<file path="config.mk">
export PLATFORM = sky130hd
export DESIGN_NAME = a_mcp_arbiter
export DESIGN_NICKNAME = d
export VERILOG_FILES = /design/src/rtl/a_mcp_pkg.sv /design/src/rtl/a_rr_pick.sv /design/src/rtl/a_mcp_arbiter.sv
export SDC_FILE = /design/constraint.sdc
export NUM_CORES = 1
export LEC_CHECK = 0
export CORE_MARGIN = 5
export CORE_UTILIZATION = 39
export DETAILED_ROUTE_END_ITERATION = 6
export PLACE_DENSITY = 0.95
export SYNTH_ARGS = -nofsm -noshare
export SYNTH_HDL_FRONTEND = slang
export SYNTH_SLANG_ARGS = --single-unit
export TNS_END_PERCENT = 100
</file>
<file path="constraint.sdc">
create_clock -name aclk -period 3.42 [get_ports aclk]
set_input_delay 0.684 -clock aclk [delete_from_list [all_inputs] [get_ports aclk]]
set_output_delay 0.684 -clock aclk [all_outputs]
set_load 0.1 [all_outputs]
</file>
<file path="src/rtl/a_mcp_pkg.sv">
// rtl/a_mcp_pkg.sv - shared state type and constants for the MCP sender arbiter
package a_mcp_pkg;

   typedef enum logic {
      IDLE = 1'b0,
      SEND = 1'b1
   } state_t;

   localparam int DW       = 8;
   localparam int NREQ_DEF = 4;

endpackage

</file>
<file path="src/rtl/a_rr_pick.sv">
// rtl/a_rr_pick.sv - combinational round-robin winner search starting at ptr
module a_rr_pick
   import a_mcp_pkg::*;
#(
   parameter  int NREQ = NREQ_DEF,
   localparam int IW   = $clog2(NREQ)
) (
   input  logic [NREQ-1:0] req_valid,
   input  logic [IW-1:0]   ptr,
   output logic [IW-1:0]   win,
   output logic            any_valid
);

   always_comb begin
      int idx;
      win       = '0;
      any_valid = 1'b0;
      idx       = 0;
      // walk NREQ slots from ptr with wrap; the first valid slot is latched
      for (int i = 0; i < NREQ; i++) begin
         idx = int'(ptr) + i;
         if (idx >= NREQ) begin
            idx = idx - NREQ;
         end
         if (!any_valid && req_valid[IW'(idx)]) begin
            any_valid = 1'b1;
            win       = IW'(idx);
         end
      end
   end

endmodule

</file>
<file path="src/rtl/a_mcp_arbiter.sv">
// rtl/a_mcp_arbiter.sv - round-robin arbiter feeding one MCP sender, one staged word
// Optional sender-stall timeout flag is built when A_MCP_ARB_TIMEOUT_EN is defined.
module a_mcp_arbiter
   import a_mcp_pkg::*;
#(
   parameter  int NREQ      = NREQ_DEF,
   parameter  int TO_CYCLES = 255,
   localparam int IW        = $clog2(NREQ)
) (
   input  logic                     aclk,
   input  logic                     arst,
   input  logic [NREQ-1:0]          req_valid,
   input  logic [NREQ-1:0][DW-1:0]  req_data,
   output logic [NREQ-1:0]          req_ready,
   input  logic                     aready,
   output logic [DW-1:0]            adatain,
   output logic                     asend,
   output logic [IW-1:0]            a_gnt_id,
   output logic                     busy,
   output logic                     timeout_err
);

   state_t          state;
   logic [IW-1:0]   ptr;
   logic [IW-1:0]   win;
   logic            any_valid;
   logic            grant_en;
   logic [DW-1:0]   stage;

   a_rr_pick #(
      .NREQ (NREQ)
   ) u_pick (
      .req_valid (req_valid),
      .ptr       (ptr),
      .win       (win),
      .any_valid (any_valid)
   );

   // the winner is always a valid requester, so a grant is also the transfer
   assign grant_en = (state == IDLE) && any_valid && !arst;

   always_comb begin
      req_ready = '0;
      if (grant_en) begin
         req_ready[win] = 1'b1;
      end
   end

   assign adatain = stage;

   always_ff @(posedge aclk) begin
      if (arst) begin
         state    <= IDLE;
         ptr      <= '0;
         stage    <= '0;
         a_gnt_id <= '0;
         asend    <= 1'b0;
         busy     <= 1'b0;
      end else begin
         case (state)
            IDLE: begin
               if (grant_en) begin
                  stage    <= req_data[win];
                  a_gnt_id <= win;
                  ptr      <= (win == IW'(NREQ - 1)) ? '0 : win + 1'b1;
                  asend    <= 1'b1;
                  busy     <= 1'b1;
                  state    <= SEND;
               end
            end
            SEND: begin
               if (aready) begin
                  asend <= 1'b0;
                  busy  <= 1'b0;
                  state <= IDLE;
               end
            end
            default: begin
               asend <= 1'b0;
               busy  <= 1'b0;
               state <= IDLE;
            end
         endcase
      end
   end

`ifdef A_MCP_ARB_TIMEOUT_EN
   localparam int CW = ($clog2(TO_CYCLES + 1) > 8) ? $clog2(TO_CYCLES + 1) : 8;

   logic [CW-1:0] to_cnt;

   // held at zero in IDLE so every SEND starts counting fresh; saturates at the limit
   always_ff @(posedge aclk) begin
      if (arst) begin
         to_cnt      <= '0;
         timeout_err <= 1'b0;
      end else if (state == IDLE) begin
         to_cnt <= '0;
      end else if (!aready && (to_cnt != CW'(TO_CYCLES))) begin
         to_cnt <= to_cnt + 1'b1;
         if (to_cnt == CW'(TO_CYCLES - 1)) begin
            timeout_err <= 1'b1;
         end
      end
   end
`else
   assign timeout_err = 1'b0;
`endif

endmodule

</file>
==> flow_metrics.env <==
export IMPL_tns_ns=0
export IMPL_core_um2=2190
export IMPL_critPathMaxFanout=9
export IMPL_arrival_ns=2.52
export IMPL_grt_ovfl_total=0
export IMPL_layout_commonest_cell="clkdlybuf4s50_1"
export IMPL_n_fill_cell=168
export IMPL_io_pins=56
export IMPL_worst_pin_slew_ns=0.983
export IMPL_h_tree_depth=1
export IMPL_ctsHoldBuffers=0
export IMPL_antenna_left=0
export IMPL_vias=940
export IMPL_clock_fmax_mhz=312
export IMPL_crit_path_end_kind="primary output"
export IMPL_die_h_um=57.5
export IMPL_drc=0
export IMPL_postCtsSetupBuffers=0
export IMPL_antenna_cells=0
export IMPL_cap_viol_max_count=0
export IMPL_vdd_drop_max_mv=0.311
export IMPL_num_nets_final=192
export IMPL_cts_buffers=3
export IMPL_mostFrequentLayoutCells="clkdlybuf4s50_1, mux2i_1, dfxtp_1, nand2_1, nand3b_1"
export IMPL_synth_nets=135
export IMPL_hold_class="flop to flop"
export IMPL_postSynthCellCount=94
export IMPL_totalWireLength_um=2650
export IMPL_place_gp_congestion=0.716
export IMPL_crit_required_ns=2.74
export IMPL_path_clk_slew_ns=0.08
export IMPL_avgSynthCellArea_um2=9.37
export IMPL_outcome="finished, final reports clean"
export IMPL_vias_per_cell=5.31
export IMPL_leakagePower_nw=0.575
export IMPL_ys_seq_area_frac=0.318
export IMPL_finalCritPeriodShare=0.936
export IMPL_routed_top_layer="met4"
export IMPL_cts_sinks=14
export IMPL_netlist_area_um2=881
export IMPL_pre_cts_ws_ns=0.256
export IMPL_finalSetupViolations=0
export IMPL_min_period_ns=3.20
export IMPL_root_buffer="clkbuf_4"
export IMPL_relSlewSlack=0.342
export IMPL_ys_ff_latch=14
export IMPL_p_total_mw=0.667
export IMPL_grt_start_max_net_pins=11
export IMPL_p_per_area_nw_per_um2=439
export IMPL_wl_met1_um=995
export IMPL_cts_tree="built"
export IMPL_slew_viol_final=0
export IMPL_track_usage=0.162
export IMPL_wl_met2_um=1370
export IMPL_die_w_um=57.5
export IMPL_start_util=0.402
export IMPL_syn_to_final_growth_pct=72.6
export IMPL_port_buffers=54
export IMPL_std_cell_rows=17
export IMPL_wire_per_inst_um=15.0
export IMPL_cts_resized=0
export IMPL_grt_pass1_wl_um=4240
export IMPL_yosys_warnings=0
export IMPL_firstDrtPassIters=4
export IMPL_hold_viol=0
export IMPL_reg2reg_setup_slack_ns=1.69
export IMPL_hpwlAfterDp_um=2160
export IMPL_finClkSkew_ns=0.00461
export IMPL_drive_gt1_frac=0.141
export IMPL_clock_latency_ns=0.27
export IMPL_antenna_found_initial=0
export IMPL_wl_met3_um=227
export IMPL_dieArea_um2=3310
export IMPL_clockBufferDepth=2
export IMPL_crit_path_start_kind="input pin"
export IMPL_grt_pass1_vias=1015
export IMPL_ys_types=25
export IMPL_fin_ws_ns=0.220
export IMPL_drt_iter0_drc=19
export IMPL_critPathKind="input pin to primary output"
export IMPL_grt_setup_unrepaired="no"
## cell type report
class	instances	area [um2]	area share
Tap cell	28	35.0	0.0230
Sequential cell	14	280	0.184
Clock buffer	3	22.5	0.0148
Inverter	2	7.51	0.00494
Multi-Input combinational cell	71	559	0.368
Timing Repair Buffer	59	616	0.405
## sequential cells by signal, summed over array words and instances (netlist names)
name      count
adatain       8
a_gnt_id      2
ptr           2
busy          1
state         1
## critical path: stages
cell,delay (ns)
clkdlybuf4s50_1,0.48
nor4_1,0.51
or2_1,0.36
buf_4,0.24
nor4_4,0.06
buf_12,0.18
## metal layers
layer,up-vias,global-route usage
met5,-,0
met4,0,0.0960
met3,8,0.0633
met2,39,0.276
met1,438,0.167
li1,455,-
## cell usage after synthesis (all sizes together)
| library cell | number | area, um2 |
|---|---|---|
| a211oi | 2 | 15.0 |
| a21oi | 7 | 35.0 |
| a2bb2oi | 1 | 15.0 |
| and2 | 2 | 12.5 |
| buf | 5 | 37.5 |
| clkbuf | 2 | 11.3 |
| conb | 1 | 3.75 |
| dfxtp | 14 | 280 |
| ha | 2 | 25.0 |
| inv | 2 | 7.50 |
| mux2i | 17 | 170 |
| nand2 | 11 | 46.3 |
| nand3b | 9 | 67.6 |
| nor2 | 4 | 22.5 |
| nor2b | 1 | 6.26 |
| nor3 | 1 | 16.3 |
| nor3b | 1 | 7.51 |
| nor4 | 3 | 25.0 |
| o221ai | 8 | 70.1 |
| or2 | 1 | 6.26 |
## cell families (layout without fill, tap and decap cells)
kind of cell / count (synthesis) / after routing / synth area share
fa+ha+maj: 2 / 2 / 0.0284
flops: 14 / 14 / 0.318
compound gates: 18 / 18 / 0.153
buf+inv: 9 / 64 / 0.0639
simple gates: 33 / 33 / 0.239
other cells: 1 / 1 / 0.00426
mux: 17 / 17 / 0.193
## metrics by stage
| step | std cells | hold slack, ns | cell area (um2) | util |
|---|---|---|---|---|
| 6_report | 177 | 0.464 | 1520 | 0.694 |
| 5_1_grt | 177 | 0.497 | 1520 | 0.694 |
| 4_1_cts | 177 | 0.467 | 1520 | 0.694 |
| 3_5_place_dp | 174 | 0.456 | 1500 | 0.684 |
| 3_3_place_gp | 174 | 0.450 | 1500 | 0.684 |
| 2_1_floorplan | 94 | 0.475 | 896 | - |
## power by group
group	internal [mW]	total (mW)	switching (mW)
logic	0.134	0.376	0.243
registers	0.184	0.199	0.0149
clock network	0.0407	0.0914	0.0507
## final timing paths
| kind | start | endpoint | cells past startpoint |
|---|---|---|---|
| setup / recovery | req_valid[2] | req_ready[1] | 6 |
| hold / removal | a_gnt_id[1] | a_gnt_id[1] | 2 |
| setup reg to reg | ptr[1] | adatain[0] | 6 |
| hold reg to reg | a_gnt_id[1] | a_gnt_id[1] | 2 |
No activity file was read; power rests on OpenSTA's default activity.
